$ cat src/rtl/fp16_align_stage.sv
// ---------------------------------------------------------------------------
// fp16_align_stage
//
// Pre-add operand alignment for the FP16 add/sub datapath. The stage sits
// directly in front of the exponent/mantissa adders. It takes two binary16
// operands and orders them by magnitude. It then right-shifts the smaller
// significand one bit per cycle until both share the larger exponent. Bits
// shifted out are folded into a sticky bit.
//
// Significand layout on both outputs (14 bits):
//   {hidden, frac[9:0], G, R, S}
//
// Optional feature (compile-time macro FP16_ALIGN_SPECIAL_EN):
//   When defined, an operand with an all-ones exponent (Inf/NaN) raises
//   out_special. The small significand is forced to zero and the shift
//   phase is skipped. When undefined, out_special is tied low and exponent
//   31 behaves like any other exponent.
//
// Ports:
//   clk            in   1   clock, rising edge
//   rst_n          in   1   asynchronous, active-low reset
//   in_valid       in   1   operand pair valid
//   in_ready       out  1   stage can accept (only while idle)
//   in_a           in   16  operand A, binary16
//   in_b           in   16  operand B, binary16
//   in_sub         in   1   1 = A-B, 0 = A+B
//   out_valid      out  1   aligned result valid
//   out_ready      in   1   downstream accepts
//   out_exp        out  5   effective exponent of larger operand
//   out_man_big    out  14  larger significand, GRS = 000
//   out_man_small  out  14  aligned smaller significand with sticky
//   out_sign_big   out  1   sign of larger operand (B sign flipped for sub)
//   out_eff_sub    out  1   effective operation is a subtraction
//   out_special    out  1   Inf/NaN operand seen (0 without the feature)
// ---------------------------------------------------------------------------
module fp16_align_stage #(
  parameter int EXP_W     = 5,
  parameter int FRAC_W    = 10,
  parameter int MAX_SHIFT = 14
) (
  input  logic                clk,
  input  logic                rst_n,
  input  logic                in_valid,
  output logic                in_ready,
  input  logic [15:0]         in_a,
  input  logic [15:0]         in_b,
  input  logic                in_sub,
  output logic                out_valid,
  input  logic                out_ready,
  output logic [EXP_W-1:0]    out_exp,
  output logic [FRAC_W+3:0]   out_man_big,
  output logic [FRAC_W+3:0]   out_man_small,
  output logic                out_sign_big,
  output logic                out_eff_sub,
  output logic                out_special
);

  localparam int SIG_W = FRAC_W + 4;

  typedef enum logic [1:0] {
    IDLE  = 2'd0,
    CMP   = 2'd1,
    SHIFT = 2'd2,
    HOLD  = 2'd3
  } state_t;

  state_t state;

  // Captured operands, held for the compare cycle.
  logic [15:0] op_a;
  logic [15:0] op_b;
  logic        op_sub;

  // Remaining shift count. Diffs above MAX_SHIFT are clamped, so 4 bits suffice.
  logic [3:0]  cnt;

  // Compare-cycle decode of the captured operands.
  logic [EXP_W-1:0]  exp_a, exp_b;
  logic [FRAC_W-1:0] frac_a, frac_b;
  logic [EXP_W-1:0]  eff_a, eff_b;
  logic [SIG_W-1:0]  sig_a, sig_b;
  logic              sign_b_eff;
  logic              swap;
  logic [EXP_W-1:0]  eff_big, eff_small;
  logic [SIG_W-1:0]  sig_big, sig_small;
  logic              sign_big;
  logic [EXP_W-1:0]  diff;
  logic [3:0]        shift_amt;
  logic              is_special;

  assign in_ready  = (state == IDLE);
  assign out_valid = (state == HOLD);

  // Operand decode, magnitude ordering and shift-count computation. These
  // only matter in the CMP cycle, but they are evaluated continuously.
  // Ordering uses the raw {exp,frac} magnitude. A denormal (raw exp 0)
  // therefore always ranks below exp 1, even though both have effective
  // exponent 1. The exponent difference uses the effective exponents,
  // because those are what the significands are aligned to.
  always_comb begin
    exp_a      = op_a[FRAC_W +: EXP_W];
    exp_b      = op_b[FRAC_W +: EXP_W];
    frac_a     = op_a[FRAC_W-1:0];
    frac_b     = op_b[FRAC_W-1:0];
    eff_a      = (exp_a == '0) ? EXP_W'(1) : exp_a;
    eff_b      = (exp_b == '0) ? EXP_W'(1) : exp_b;
    sig_a      = {(exp_a != '0), frac_a, 3'b000};
    sig_b      = {(exp_b != '0), frac_b, 3'b000};
    sign_b_eff = op_b[15] ^ op_sub;
    swap       = (op_a[14:0] < op_b[14:0]);

    eff_big    = eff_a;
    eff_small  = eff_b;
    sig_big    = sig_a;
    sig_small  = sig_b;
    sign_big   = op_a[15];
    if (swap) begin
      eff_big   = eff_b;
      eff_small = eff_a;
      sig_big   = sig_b;
      sig_small = sig_a;
      sign_big  = sign_b_eff;
    end

    diff = eff_big - eff_small;
    if (diff > EXP_W'(MAX_SHIFT)) begin
      shift_amt = 4'(MAX_SHIFT);
    end else begin
      shift_amt = diff[3:0];
    end

`ifdef FP16_ALIGN_SPECIAL_EN
    is_special = (&exp_a) | (&exp_b);
`else
    is_special = 1'b0;
`endif
  end

  // Main control and datapath registers. All result outputs are registers.
  // They keep their value after the handshake until the next compare cycle
  // overwrites them. The small significand is shifted in place. While that
  // happens out_valid is low, so downstream never sees the partial value.
  always_ff @(posedge clk or negedge rst_n) begin
    if (!rst_n) begin
      state         <= IDLE;
      op_a          <= '0;
      op_b          <= '0;
      op_sub        <= 1'b0;
      cnt           <= '0;
      out_exp       <= '0;
      out_man_big   <= '0;
      out_man_small <= '0;
      out_sign_big  <= 1'b0;
      out_eff_sub   <= 1'b0;
    end else begin
      case (state)
        IDLE: begin
          if (in_valid) begin
            op_a   <= in_a;
            op_b   <= in_b;
            op_sub <= in_sub;
            state  <= CMP;
          end
        end

        CMP: begin
          out_exp       <= eff_big;
          out_man_big   <= sig_big;
          out_man_small <= sig_small;
          out_sign_big  <= sign_big;
          out_eff_sub   <= op_a[15] ^ sign_b_eff;
          cnt           <= shift_amt;
          if (is_special) begin
            // Inf/NaN bypasses alignment entirely; the result is decided
            // downstream from out_special, so the small operand is cleared.
            out_man_small <= '0;
            state         <= HOLD;
          end else if (shift_amt == 4'd0) begin
            state <= HOLD;
          end else begin
            state <= SHIFT;
          end
        end

        SHIFT: begin
          // One position per cycle. The bit leaving position 1 is ORed into
          // the sticky position, so S collects everything shifted out.
          out_man_small <= {1'b0, out_man_small[SIG_W-1:2],
                            out_man_small[1] | out_man_small[0]};
          cnt <= cnt - 4'd1;
          if (cnt == 4'd1) begin
            state <= HOLD;
          end
        end

        HOLD: begin
          if (out_ready) begin
            state <= IDLE;
          end
        end

        default: state <= IDLE;
      endcase
    end
  end

`ifdef FP16_ALIGN_SPECIAL_EN
  // Special flag is registered alongside the other results.
  always_ff @(posedge clk or negedge rst_n) begin
    if (!rst_n) begin
      out_special <= 1'b0;
    end else if (state == CMP) begin
      out_special <= is_special;
    end
  end
`else
  assign out_special = 1'b0;
`endif

endmodule
$ cat config.mk
export PLATFORM = sky130hd
export DESIGN_NAME = fp16_align_stage
export DESIGN_NICKNAME = d
export VERILOG_FILES = /design/src/rtl/fp16_align_stage.sv
export SDC_FILE = /design/constraint.sdc
export NUM_CORES = 1
export LEC_CHECK = 0
export CORE_AREA = 2 2 86 88
export DETAILED_ROUTE_END_ITERATION = 12
export DIE_AREA = 0 0 88 90
export GPL_TIMING_DRIVEN = 1
export HOLD_SLACK_MARGIN = 0.02
export PLACE_DENSITY = 0.91
export SKIP_CTS_REPAIR_TIMING = 1
export SYNTH_ARGS = -nofsm -noshare
export SYNTH_HDL_FRONTEND = slang
export SYNTH_SLANG_ARGS = --single-unit
$ cat constraint.sdc
create_clock -name clk -period 6.7 [get_ports clk]
set_input_delay 0.67 -clock clk [delete_from_list [all_inputs] [get_ports clk]]
set_output_delay 0.67 -clock clk [all_outputs]
set_load 0.1 [all_outputs]
==> results.py, run 1 <==
metrics = {
    "run_status": {
        "status": "finished, final reports clean",
    },
    "clocking": {
        "clk_pin_slew_worst_paths_ns": 0.08,
        "numCtsBuffers": 9,
        "cts_root_buf": "clkbuf_8",
        "clkSinkCount": 71,
        "cts_tree": "built",
        "clk-insertion-delay-late_ns": 0.36,
        "clockBufferDepth": 2,
        "htree_levels": 3,
    },
    "worst_setup_path": {
        "start_kind": "flop",
        "cp_max_fo": 14,
        "r2r-start": "op_b[6]$_DFFE_PN0P_",
        "ff2ff_path_depth": 15,
        "r2r_slack_ns": 2.41,
        "critPathCapture": "cnt[0]$_DFFE_PN0P_",
        "crit_required_ns": 6.95,
        "arrival_ns": 4.54,
        "r2r_end": "cnt[0]$_DFFE_PN0P_",
        "startpoint": "op_b[6]$_DFFE_PN0P_",
        "crit_type": "flop to flop",
        "end_kind": "flop",
    },
    "grt": {
        "grt_first_pass_wirelength_um": 13700,
        "antenna_found_initial": 0,
        "overflow": 0,
        "first_global_vias": 2874,
        "grt.total_usage_pct": 22.4,
        "grt_max_degree": 72,
    },
    "sta": {
        "tns_ns": 0,
        "setup_viol": 0,
        "final_min_period_over_clock_period_pct": 64.0,
        "fmax_mhz": 233,
        "rsz0062_at_grt": "no",
        "whs_ns": 0.511,
        "finalClockSkew_ns": 0.00912,
        "timing.final.hold_violations": 0,
        "fin_crit_ns": 4.29,
        "relSlewSlack_pct": 31.4,
        "final_max_slew_viol_count": 0,
        "worst_pin_slew_ns": 1.03,
    },
    "route": {
        "drt-initial-drc-count": 148,
        "wirelength_um": 8150,
        "vias": 2829,
        "via_per_inst": 5.47,
        "drc": 0,
        "drt.antenna.violating_nets": 0,
        "dr.pass1.iters": 5,
        "wl_per_cell_um": 15.8,
    },
    "job": {
        "maxCapViolCount": 0,
    },
    "place": {
        "portBuffers": 70,
        "dpl-instance-area_um2": 4590,
        "hpwl_um": 5460,
        "gp_congestion": 0.822,
    },
    "synth": {
        "yosysMostFrequentCell": "dfrtp_1",
        "synth_common_cells": "dfrtp_1, mux2_2, inv_1",
        "synthCells": 346,
        "yosys.area.top_type": "dfrtp_1",
        "syn_area_per_cell_um2": 11.1,
        "ys_seq_elements": 71,
        "synth_cell_types": 38,
        "async_reset_ff_share_pct": 100,
        "synthFlopType": "dfrtp_1",
        "synth_seq_area_share_pct": 46.4,
        "synth_edf_count": 0,
        "synth_top_area_share_pct": 46.4,
        "syn_area_um2": 3830,
        "synthTopCellsByArea": "dfrtp_1, mux2_2, ha_1",
        "yosysWarnings": 0,
    },
    "floorplanning": {
        "die_w_um": 88,
        "die_y_um": 90,
        "dieArea_um2": 7920,
        "io_pins": 75,
        "initial_utilization_pct": 54.5,
        "placementRows": 31,
        "placeableCoreArea_um2": 7020,
    },
    "final_layout": {
        "finalInstanceArea_um2": 4800,
        "syn2layout_area_growth_pct": 25.6,
        "antenna-diode-count": 0,
        "nets": 476,
        "fill_cells": 514,
        "regArea_um2": 1780,
        "multi_input_area_um2": 1850,
        "drive_gt1_share_pct": 15.6,
    },
    "hold_path": {
        "hold_path_class": "flop to flop",
    },
}
through the flow:
| step | util, % | setup WS, ns | cells |
|---|---|---|---|
| after floorplan | - | 3.23 | 349 |
| after global placement | 65.3 | 2.76 | 502 |
| after detailed placement | 65.3 | 2.58 | 502 |
| after CTS | 68.4 | 2.42 | 517 |
| after global routing | 68.4 | 2.16 | 517 |
| final | 68.4 | 2.41 | 517 |
cell type report:
class / instances / area share [%]
Multi-Input combinational cell: 228 / 38.4
Clock inverter: 5 / 1.69
Tap cell: 99 / 2.58
Sequential cell: 71 / 37.0
Timing Repair Buffer: 74 / 15.1
Inverter: 30 / 2.34
Clock buffer: 10 / 2.86
placed cells by master (no fill, tap or decap), types with 6 or more instances in the layout:
cell	n
a21oi_1	28
clkbuf_8	10
clkdlybuf4s50_1	69
dfrtp_1	71
ha_1	24
inv_1	29
mux2_2	41
mux2i_1	28
nand2_1	8
nand3_1	6
nand3b_1	12
nor2_1	23
o21ai_0	18
worst max-delay path: stages, from the launching register on:
cell	delay (ns)
dfrtp_1	0.40
inv_1	0.07
ha_1	0.32
and3_1	0.23
a22o_1	0.18
a311oi_2	0.07
o41ai_4	0.84
mux2_2	0.44
ha_1	0.22
fa_1	0.41
inv_1	0.08
a21o_1	0.11
a21oi_1	0.07
xnor2_1	0.30
a211oi_1	0.10
a221o_1	0.33
sequential cells by signal, summed over array words and instances (netlist names):
name / flops
cnt: 4
op_a: 16
op_b: 16
op_sub: 1
out_eff_sub: 1
out_exp: 5
out_man_big: 11
out_man_small: 14
out_sign_big: 1
state: 2
how the worst min path moves through the flow:
stage                                  from                            to  cells past startpoint
2_1_floorplan                         rst_n            cnt[0]$_DFFE_PN0P_                      0
3_3_place_gp   out_man_small[0]$_DFFE_PN0P_  out_man_small[0]$_DFFE_PN0P_                      2
3_5_place_dp   out_man_small[0]$_DFFE_PN0P_  out_man_small[0]$_DFFE_PN0P_                      2
4_1_cts        out_man_small[0]$_DFFE_PN0P_  out_man_small[0]$_DFFE_PN0P_                      2
5_1_grt        out_man_small[0]$_DFFE_PN0P_  out_man_small[0]$_DFFE_PN0P_                      2
6_report       out_man_small[0]$_DFFE_PN0P_  out_man_small[0]$_DFFE_PN0P_                      2
per-layer routing:
metal,routed length [um],track usage (%)
met1,3710,31.5
met2,3870,33.0
met3,413,5.51
met4,155,9.23
met5,0,0
cell families (layout without fill, tap and decap cells):
kind of cell	Yosys count	after routing	share of synthesized area, %
buf+inv	50	119	5.59
flops	71	71	46.4
simple gates	59	59	7.78
fa+ha+maj	25	25	8.37
other cells	1	4	0.0980
compound gates	65	65	11.0
xor+xnor	6	6	1.37
mux	69	69	19.4
Power of run 1 is not shown: default switching activity piles up to over one toggle a cycle in this logic, so the estimate is an artifact.
==> inputs of run 2 (changes only) <==
--- a/config.mk
+++ b/config.mk
@@ -5,12 +5,12 @@
 export SDC_FILE = /design/constraint.sdc
 export NUM_CORES = 1
 export LEC_CHECK = 0
-export CORE_AREA = 2 2 86 88
+export CORE_AREA = 2 2 94 96
 export DETAILED_ROUTE_END_ITERATION = 12
-export DIE_AREA = 0 0 88 90
+export DIE_AREA = 0 0 96 98
 export GPL_TIMING_DRIVEN = 1
 export HOLD_SLACK_MARGIN = 0.02
-export PLACE_DENSITY = 0.91
+export PLACE_DENSITY = 0.82
 export SKIP_CTS_REPAIR_TIMING = 1
 export SYNTH_ARGS = -nofsm -noshare
 export SYNTH_HDL_FRONTEND = slang
==> constraint.sdc (replaced) <==
create_clock -name clk -period 3.5 [get_ports clk]
set_input_delay 0.35 -clock clk [delete_from_list [all_inputs] [get_ports clk]]
set_output_delay 0.35 -clock clk [all_outputs]
set_load 0.1 [all_outputs]
==> results.py, run 2 (synthesized netlist as in run 1, its figures left out) <==
metrics = {
    "sta": {
        "setup_viol": 0,
        "fmax_mhz": 287,
        "fin_crit_ns": 3.48,
        "relSlewSlack_pct": 34.2,
        "rsz0062_at_grt": "yes",
        "finalClockSkew_ns": 0.0108,
        "worst_pin_slew_ns": 0.985,
        "whs_ns": 0.483,
        "timing.final.hold_violations": 0,
        "final_max_slew_viol_count": 0,
        "tns_ns": 0,
        "final_min_period_over_clock_period_pct": 99.5,
    },
    "place": {
        "gp_congestion": 0.858,
        "dpl-instance-area_um2": 4740,
        "hpwl_um": 6180,
        "portBuffers": 70,
    },
    "final_layout": {
        "top_regs": "op_a: 16 flops, op_b: 16 flops, out_man_small: 14 flops",
        "drive_gt1_share_pct": 27.6,
        "syn2layout_area_growth_pct": 37.1,
        "finalInstanceArea_um2": 5250,
        "mostFrequentLayoutCell": "dfrtp_1",
        "nets": 510,
        "antenna-diode-count": 0,
        "final_cell_mix": "dfrtp_1, clkdlybuf4s50_1, mux2_2",
    },
    "clocking": {
        "htree_levels": 3,
        "cts_tree": "built",
        "clockBufferDepth": 2,
        "numCtsBuffers": 9,
        "clk_pin_slew_worst_paths_ns": 0.08,
        "cts_root_buf": "clkbuf_8",
        "clkSinkCount": 71,
        "clk-insertion-delay-late_ns": 0.35,
    },
    "route": {
        "dr.pass1.iters": 4,
        "wl_per_cell_um": 16.2,
        "vias": 2950,
        "drc": 0,
        "drt.antenna.violating_nets": 0,
        "via_per_inst": 5.26,
        "wirelength_um": 9080,
        "drt-initial-drc-count": 95,
    },
    "grt": {
        "antenna_found_initial": 0,
        "grt.total_usage_pct": 19.2,
        "first_global_vias": 2867,
        "overflow": 0,
        "grt_max_degree": 52,
        "grt_first_pass_wirelength_um": 14000,
    },
    "worst_setup_path": {
        "crit_required_ns": 3.76,
        "end_kind": "flop",
        "cp_max_fo": 3,
        "start_kind": "flop",
        "arrival_ns": 3.74,
        "crit_type": "flop to flop",
    },
    "floorplanning": {
        "initial_utilization_pct": 45.2,
        "placeableCoreArea_um2": 8470,
        "die_w_um": 96,
        "dieArea_um2": 9410,
        "io_pins": 75,
        "die_y_um": 98,
        "placementRows": 34,
    },
    "hold_path": {
        "hold_path_class": "primary input to asynchronous set/reset pin",
    },
    "job": {
        "maxCapViolCount": 0,
    },
    "run_status": {
        "status": "finished, final reports clean",
    },
}
[run 2: worst paths after layout]
path                                              start                      endpoint  slack, ns  depth (start not counted)
max reg2reg                         op_b[5]$_DFFE_PN0P_          state[0]$_DFFE_PN0P_       0.02                         15
min reg2reg                out_man_small[0]$_DFFE_PN0P_  out_man_small[0]$_DFFE_PN0P_       0.51                          2
max                                 op_b[5]$_DFFE_PN0P_          state[0]$_DFFE_PN0P_       0.02                         15
min in group clk           out_man_small[0]$_DFFE_PN0P_  out_man_small[0]$_DFFE_PN0P_       0.51                          2
max in group asynchronous                         rst_n           op_b[1]$_DFFE_PN0P_       2.00                          3
min                                               rst_n            cnt[0]$_DFFE_PN0P_       0.48                          2
[run 2: layer usage]
layer	vias to the layer above	GRT usage, %	part of all wire [%]
li1	1417	-	-
met1	1466	26.7	45
met2	57	30.4	50
met3	10	3.40	3.3
met4	0	5.82	1.2
met5	-	0	0
[run 2: critical path: stages, from the launching register on]
cell	delay (ns)
dfrtp_1	0.39
inv_1	0.09
ha_4	0.20
and3_4	0.18
a22o_1	0.24
a311oi_2	0.29
o41ai_4	0.15
mux2_4	0.35
ha_4	0.17
fa_2	0.38
buf_4	0.14
buf_4	0.13
xor2_2	0.20
nand4_1	0.12
nor3_2	0.20
a2bb2oi_1	0.18
[run 2: per-stage QoR]
stage          setup slack (ns)  util (%)  cells
5_1_grt                  -0.108      62.0    561
3_3_place_gp             0.0302      56.0    531
6_report                 0.0178      62.0    561
4_1_cts                  -0.152      58.5    547
3_5_place_dp             -0.131      56.0    531
2_1_floorplan            0.0325         -    349
[run 2: cell type report]
| cell class | count | area [um2] |
|---|---|---|
| fillers | 665 | 3220 |
| clock buffers | 11 | 151 |
| well taps | 108 | 135 |
| clock inverters | 5 | 56.3 |
| inverters | 30 | 113 |
| repair buffers | 108 | 982 |
| multi-input cells | 228 | 2030 |
| flip-flops and latches | 71 | 1780 |
Power of run 2 is left out for the same reason.
==> inputs of run 3 (changes only) <==
--- a/config.mk
+++ b/config.mk
@@ -5,12 +5,13 @@
 export SDC_FILE = /design/constraint.sdc
 export NUM_CORES = 1
 export LEC_CHECK = 0
+export ABC_CLOCK_PERIOD_IN_PS = 3500
 export CORE_AREA = 2 2 94 96
 export DETAILED_ROUTE_END_ITERATION = 12
 export DIE_AREA = 0 0 96 98
 export GPL_TIMING_DRIVEN = 1
 export HOLD_SLACK_MARGIN = 0.02
-export PLACE_DENSITY = 0.82
+export PLACE_DENSITY_LB_ADDON = 0.15
 export SKIP_CTS_REPAIR_TIMING = 1
 export SYNTH_ARGS = -nofsm -noshare
 export SYNTH_HDL_FRONTEND = slang
==> results.py, run 3 (synthesized netlist as in run 1, its figures left out) <==
metrics = {
    "final_layout": {
        "fill_cells": 709,
        "mostFrequentLayoutCell": "dfrtp_1",
        "top_regs": "op_a: 16 flops, op_b: 16 flops, out_man_small: 14 flops",
        "antenna-diode-count": 0,
        "nets": 509,
        "syn2layout_area_growth_pct": 38.5,
        "final_cell_mix": "dfrtp_1, clkdlybuf4s50_1, mux2_2",
        "finalInstanceArea_um2": 5300,
        "drive_gt1_share_pct": 28.5,
    },
    "grt": {
        "grt.total_usage_pct": 18.9,
        "overflow": 0,
        "antenna_found_initial": 0,
        "grt_max_degree": 40,
        "grt_first_pass_wirelength_um": 13700,
        "first_global_vias": 2814,
    },
    "worst_setup_path": {
        "crit_chain": "ha_4 > and3_4 > buf_4 > a311oi_2 > o41ai_4 > buf_6 > mux2i_4 > ha_4 > fa_2 > inv_2 > a21o_1 > a21oi_2 > xnor2_2 > nand2b_4 > a221o_1",
        "critPathTopFamily": "compound AO/OA/AOI/OAI gates",
        "cpMostUsedCell": "ha_4",
        "r2r_slack_ns": 0.04,
        "slowest_delay_ns": 0.48,
        "crit_required_ns": 3.75,
        "ff2ff_path_depth": 15,
        "cp_slowest_cell": "o41ai_4",
        "cp_max_fo": 7,
        "end_kind": "flop",
        "crit_type": "flop to flop",
        "r2r_end": "cnt[2]$_DFFE_PN0P_",
        "arrival_ns": 3.71,
        "critPathBufInv": 3,
        "start_kind": "flop",
        "r2r-start": "op_a[5]$_DFFE_PN0P_",
    },
    "clocking": {
        "clockBufferDepth": 2,
        "cts_tree": "built",
        "clkSinkCount": 71,
        "htree_levels": 3,
        "clk_pin_slew_worst_paths_ns": 0.07,
        "numCtsBuffers": 9,
        "clk-insertion-delay-late_ns": 0.36,
        "cts_root_buf": "clkbuf_8",
    },
    "run_status": {
        "status": "finished, final reports clean",
    },
    "place": {
        "portBuffers": 70,
        "gp_congestion": 0.826,
        "dpl-instance-area_um2": 4790,
        "hpwl_um": 6030,
        "place_ws_ns": -0.0757,
    },
    "sta": {
        "setup_viol": 0,
        "fmax_mhz": 289,
        "final_min_period_over_clock_period_pct": 98.9,
        "relSlewSlack_pct": 34.6,
        "rsz0062_at_grt": "yes",
        "final_max_slew_viol_count": 0,
        "setup_ws_ns": 0.0374,
        "fin_crit_ns": 3.46,
        "timing.final.hold_violations": 0,
        "worst_pin_slew_ns": 0.978,
        "finalClockSkew_ns": 0.00615,
    },
    "floorplanning": {
        "initial_utilization_pct": 45.2,
        "placementRows": 34,
        "dieArea_um2": 9410,
        "die_y_um": 98,
        "die_w_um": 96,
        "io_pins": 75,
        "placeableCoreArea_um2": 8470,
    },
    "route": {
        "dr.pass1.iters": 4,
        "wl_per_cell_um": 15.3,
        "wirelength_um": 8580,
        "drc": 0,
        "vias": 2949,
        "drt-initial-drc-count": 100,
        "via_per_inst": 5.27,
        "drt.antenna.violating_nets": 0,
    },
    "job": {
        "maxCapViolCount": 0,
    },
    "hold_path": {
        "hold_path_class": "primary input to asynchronous set/reset pin",
    },
}
==> run 3: changes by cell type in the layout (fill, tap and decap cells not counted), sizes merged <==
cell	delta
buf	+1
clkbuf	+1
clkinv	-2
dlygate4sd3	-1
==> run 3: metrics by stage <==
| stage | instances | hold slack [ns] | util [%] | TNS [ns] |
|---|---|---|---|---|
| finish | 560 | 0.101 | 62.6 | 0 |
| global route | 560 | 0.174 | 62.6 | -0.441 |
| CTS | 553 | 0.129 | 58.8 | -0.241 |
| detailed placement | 537 | 0.489 | 56.6 | -0.138 |
| global placement | 537 | 0.478 | 56.6 | 0 |
| floorplan | 349 | 0.0544 | - | 0 |
==> run 3: cell type report <==
cell class	count	area [um2]	area share, %
clock inverter	3	42.5	0.803
sequential	71	1780	33.5
tap	108	135	2.55
timing repair buffer	107	975	18.4
multi-input combinational	228	2110	39.8
clock buffer	13	149	2.81
inverter	30	113	2.13
==> run 3: worst register-to-register path: cells and delay by family (launching register included) <==
kind                     cells  cell delay (ns)
AO/OA/AOI/OAI                5             1.20
XOR/XNOR                     1             0.12
adder cells (fa/ha/maj)      3             0.67
buffers and inverters        3             0.35
flip-flops                   1             0.41
multiplexers                 1             0.27
AND/OR/NAND/NOR              2             0.33
==> run 3: layer usage <==
metal | share of wire (%) | wire length [um] | track usage (%)
met5 | 0 | 0 | 0
met1 | 48 | 4150 | 26.9
met2 | 45 | 3910 | 27.6
met3 | 4.3 | 372 | 4.40
met4 | 1.8 | 155 | 8.13
==> run 3: worst max-delay path by stage <==
stage	startpoint	end	slack, ns	depth (start not counted)
6_report	op_a[5]$_DFFE_PN0P_	cnt[2]$_DFFE_PN0P_	0.04	15
5_1_grt	op_a[1]$_DFFE_PN0P_	cnt[2]$_DFFE_PN0P_	-0.12	15
4_1_cts	op_a[10]$_DFFE_PN0P_	cnt[0]$_DFFE_PN0P_	-0.10	14
3_5_place_dp	op_a[10]$_DFFE_PN0P_	cnt[0]$_DFFE_PN0P_	-0.08	14
3_3_place_gp	op_a[5]$_DFFE_PN0P_	cnt[0]$_DFFE_PN0P_	0.006	14
2_1_floorplan	op_a[5]$_DFFE_PN0P_	cnt[0]$_DFFE_PN0P_	0.03	14
Power of run 3 is left out for the same reason.
